File: config.mk
export PLATFORM = sky130hd
export DESIGN_NAME = morse_keyer
export DESIGN_NICKNAME = d
export VERILOG_FILES = /design/src/rtl/morse_keyer.sv
export SDC_FILE = /design/constraint.sdc
export NUM_CORES = 1
export LEC_CHECK = 0
export ABC_AREA = 1
export CAP_MARGIN = 5
export CORE_UTILIZATION = 47
export CTS_CLUSTER_DIAMETER = 50
export DETAILED_ROUTE_END_ITERATION = 16
export MAX_ROUTING_LAYER = met4
export PLACE_DENSITY = 0.65
export RECOVER_POWER = 50
export SLEW_MARGIN = 20
export SYNTH_ARGS = -nofsm -noshare
export SYNTH_HDL_FRONTEND = slang
export SYNTH_SLANG_ARGS = --single-unit
File: constraint.sdc
create_clock -name clk_100Mhz -period 4 [get_ports clk_100Mhz]
set_input_delay 0.6 -clock clk_100Mhz [delete_from_list [all_inputs] [get_ports clk_100Mhz]]
set_output_delay 0.6 -clock clk_100Mhz [all_outputs]
set_load 0.02 [all_outputs]
File: src/rtl/morse_keyer.sv
// Morse keyer: plays one accepted symbol (dot/dash pattern + length) as a timed
// key waveform, with intra-letter spaces and a trailing letter/word gap.
module morse_keyer #(
    parameter int UNIT_TICKS = 10_000_000,
    parameter int MAX_ELEMS  = 5
) (
    input  logic                 clk_100Mhz,
    input  logic                 reset,
    input  logic                 sym_valid,
    output logic                 sym_ready,
    input  logic [2:0]           sym_len,
    input  logic [MAX_ELEMS-1:0] sym_pattern,
    output logic                 key_out,
    output logic                 busy
);

    localparam int TW = $clog2(UNIT_TICKS);

    typedef enum logic [1:0] {IDLE, MARK, SPACE, LGAP} state_t;

    // Captured symbol: elements still to send after the current one, and the
    // pattern shifted so bit 0 is always the current element.
    typedef struct packed {
        logic [2:0]           rem;
        logic [MAX_ELEMS-1:0] pat;
    } sym_t;

    state_t               state, state_nxt;
    sym_t                 sym_q, sym_nxt;
    logic [TW-1:0]        tick;
    logic [1:0]           units, units_load;   // holds units-1 of the phase
    logic                 enter, strobe, done;
    logic [2:0]           eff_len;
    logic [MAX_ELEMS-1:0] pat_shr;

    assign eff_len   = (sym_len > 3'(MAX_ELEMS)) ? 3'(MAX_ELEMS) : sym_len;
    assign pat_shr   = sym_q.pat >> 1;
    assign strobe    = (tick == TW'(UNIT_TICKS - 1));
    assign done      = strobe && (units == 2'd0);
    assign sym_ready = (state == IDLE);
    assign busy      = (state != IDLE);

    always_comb begin
        state_nxt  = state;
        sym_nxt    = sym_q;
        units_load = 2'd0;
        enter      = 1'b0;
        case (state)
            IDLE: begin
                if (sym_valid) begin
                    enter       = 1'b1;
                    sym_nxt.pat = sym_pattern;
                    if (eff_len == 3'd0) begin
                        state_nxt   = LGAP;
                        units_load  = 2'd3;
                        sym_nxt.rem = 3'd0;
                    end else begin
                        state_nxt   = MARK;
                        units_load  = sym_pattern[0] ? 2'd2 : 2'd0;
                        sym_nxt.rem = eff_len - 3'd1;
                    end
                end
            end
            MARK: begin
                if (done) begin
                    enter = 1'b1;
                    if (sym_q.rem != 3'd0) begin
                        state_nxt  = SPACE;
                        units_load = 2'd0;
                    end else begin
                        state_nxt  = LGAP;
                        units_load = 2'd2;
                    end
                end
            end
            SPACE: begin
                if (done) begin
                    enter       = 1'b1;
                    state_nxt   = MARK;
                    sym_nxt.rem = sym_q.rem - 3'd1;
                    sym_nxt.pat = pat_shr;
                    units_load  = pat_shr[0] ? 2'd2 : 2'd0;
                end
            end
            LGAP: begin
                if (done) begin
                    enter     = 1'b1;
                    state_nxt = IDLE;
                end
            end
            default: state_nxt = IDLE;
        endcase
    end

    always_ff @(posedge clk_100Mhz or posedge reset) begin
        if (reset) begin
            state   <= IDLE;
            sym_q   <= '0;
            tick    <= '0;
            units   <= '0;
            key_out <= 1'b0;
        end else begin
            state   <= state_nxt;
            sym_q   <= sym_nxt;
            // Registered from the next state so the mark starts right after accept.
            key_out <= (state_nxt == MARK);
            if (enter) begin
                tick  <= '0;
                units <= units_load;
            end else if (state != IDLE) begin
                if (strobe) begin
                    tick  <= '0;
                    units <= units - 2'd1;
                end else begin
                    tick  <= tick + TW'(1);
                end
            end
        end
    end

endmodule

==> results.md <==
- Non-filler cells, final: 411
- Design internal power: 778.4 uW
- IO Pins: 14
- Fraction of layout cells with a size suffix above 1: 7.558%
- Vias in the first global route: 1952
- # hold bufs at CTS: 0
- Global Route Usage Sum: 24.17%
- Clock-pin slew on the worst setup and hold paths: 0.07 ns
- Clk_lat worst skew: 0.30 ns
- Drt via density: 5.127
- Synth Instances: 328
- TritonCTS buffer count: 5
- Post-synthesis sequential area ratio: 37.99%
- Sw Share: 42.94%
- R2r setup slk: 1.33 ns
- Crit path kind: reg2reg
- Worst IR Drop VDD: 0.0003845 V
- Fmax: 374.4 MHz
- Failing checks: capacitance limit, slew limit
- Clk network pwr share: 18.3%
- Outcome: finished with violations
- FFs w/ async S/R, synth: 100.0%
- CTS Root Cell: clkbuf_8
- ANT cells: 0
- Top cell type's share of synthesized area: 37.99%
- Detailed Route Iter0 Violations: 146
- EDFF count, synth: 0
- Flop pwr share: 36.0%
- Final Hold Vio Count: 0
- Finished Core Util: 54.95%
- First-pass GRT wire length: 9.404 mm
- DR vias: 2107
- Top cells by area, synth: dfrtp_1 (38%), nand2_1 (12%), nor2_1 (7.6%)
- CP Launch Type: flop
- Pin count of the biggest net entering global routing: 37
- Dominant synthesized flop cell: dfrtp_1
- CP cell instances: inv_1 > ha_1 > inv_2 > nor2_1 > inv_1 > nand2_2 > inv_2 > nor3b_1
- Syn_area_per_cell: 7.229 um^2
- Final min period: 2.671 ns
- M2 GR Usage: 32.82%
- Fin crit share: 66.77%
- Core Box Area: 4786 um^2
- Detail Placement HPWL: 4.132 mm
- Die area: 5333 um^2
- Synthesis warning total: 0
- Layout Area Growth over Synthesis: 10.92%
- CTS H-Tree Depth: 2
- Initial antenna violation count: 0
- Pins Over Slew Limit: 37
- Post-CTS setup buffers: 0
- Worst-margin pin slew: 1.992 ns
- Initial core utilization: 49.54%
- CTS Buffer Depth: 2
- Row cnt: 25
- Drt wl/cell: 13.34 um
- GP Congestion: 0.8979
- PwrDens: 518.7 nW/um^2
- Congestion Overflow GR: 0
- Final setup TNS: 0 ns
- Flops & latches, synth: 36
- Detail Route Antenna Nets: 0
- Inst Count DP: 404
- Switch Pwr: 585.8 uW
- RSZ-0062 raised after global routing: false
- Critical path fanouts, max: 14
- Syn Std Cell Area: 2371 um^2
- CTS tree: built
- CTS Sinks: 36
- Drt total wl: 5.484 mm
- First-pass iteration count of the detailed router: 5
- Port Buf Inserts: 13
- CP peak stage delay: 0.55 ns
- Buf+Inv Stages, Crit Path: 4
- CP required: 4.22 ns
- Combinational Power Share: 45.7%
- Hold Crit Class: reg2reg
- Setup crit end kind: flop
- Relative slew margins: -32.81%
- M1 GR Usage: 36.01%
- Cell variety after synth: 32
- Max-cap check violation count: 1
- Crit path arrival time: 2.89 ns
- Final nets: 364
- Synth Net Count: 348
- Clk_skew: 0.009008 ns
- Critical-path top delay cell: nor2_1
- Cells resized by post-CTS repair: 0
- Critical path's top delay family: simple AND/OR/NAND/NOR gates
- Top Usage Layer GRT: met1
- Post-synth top area cell: dfrtp_1
- DRC: 0
- Die W: 73.03 um
- # setup viols final: 0
- Leakage power: 0.001243 uW
- Die H: 73.03 um
- Routing usage on met3: 3.315%
-- worst min-delay path, stage by stage (launching register included) --
cell,delay [ns]
dfrtp_1,0.34
nand2_1,0.06
o21ai_2,0.05
-- flip-flops by register name, indices dropped and copies added, names as in the netlist --
signal and count:
tick 24, pat_shr 4, sym_q 3, state 2
units 2, key_out 1
-- Yosys cell counts, drive strengths merged, types with 5 or more instances --
cell type and count:
nand3 20, nor3 9, ha 9, dfrtp 36, buf 5, nor2 51
nand4 15, inv 48, o21ai 20, xor2 7, nand2 85, a21oi 8
-- cell families (layout without fill, tap and decap cells) --
logic type	Yosys count	count (layout)	synth area share, %
mux	3	3	1.267
flops	36	36	37.99
simple gates	184	184	34.83
compound gates	36	36	9.447
fa+ha+maj	9	9	4.749
xor+xnor	7	7	2.586
buf+inv	53	69	9.129
-- final cells by class --
type / instances / area, um^2
Fill cell: 474 / 2156
Multi-Input combinational cell: 239 / 1254
Sequential cell: 36 / 900.9
Inverter: 48 / 180.2
Timing Repair Buffer: 14 / 133.9
Tap cell: 67 / 83.83
Clock buffer: 6 / 72.57
Clock inverter: 1 / 5.005
-- cell usage in the layout, fill, tap and decap left out, types with 3 or more instances in the layout --
| cell | n |
|---|---|
| nor2_1 | 48 |
| inv_1 | 46 |
| nand3_1 | 19 |
| nand2_4 | 3 |
| nor4_1 | 3 |
| nor3_1 | 9 |
| nand2_2 | 4 |
| dfrtp_1 | 36 |
| o21ai_2 | 6 |
| a21oi_1 | 7 |
| nand4_1 | 15 |
| o21ai_0 | 14 |
| mux2i_1 | 3 |
| clkdlybuf4s50_1 | 12 |
| xor2_1 | 7 |
| nand2_1 | 78 |
| ha_1 | 9 |
| clkbuf_8 | 5 |
-- path summary, 6_finish.rpt --
path	start	endpoint	depth (start not counted)
worst max-delay path	state[1]	tick[8]	8
worst min-delay path	pat_shr[0]	pat_shr[0]	2
worst max register to register	state[1]	tick[8]	8
worst min register to register	pat_shr[0]	pat_shr[0]	2
max in group asynchronous	reset	sym_q[6]	3
min in group asynchronous	reset	tick[0]	3
-- metrics by stage --
step	power, uW	instance area, um^2	setup slack (ns)	hold slack [ns]
2_1_floorplan	984.1	2371	2.119	0.4491
3_3_place_gp	1108	2556	1.305	0.4636
3_5_place_dp	1120	2556	1.193	0.4673
4_1_cts	1371	2634	1.335	0.4862
5_1_grt	1475	2630	0.9219	0.5244
6_report	1364	2630	1.329	0.4798
-- layer usage --
layer / up-vias / wire length [um]
li1: 1095 / -
met1: 947 / 2868
met2: 57 / 2277
met3: 8 / 263
met4: 0 / 74
met5: - / 0
-- power by group through the flow --
stage	sequential (uW)	clock, uW	combinational, uW
finish	492	250	623
global route	501	265	709
CTS	491	254	626
detailed placement	497	0	622
global placement	496	0	613
floorplan	492	0	492
Power figures use the tool's default switching activity.
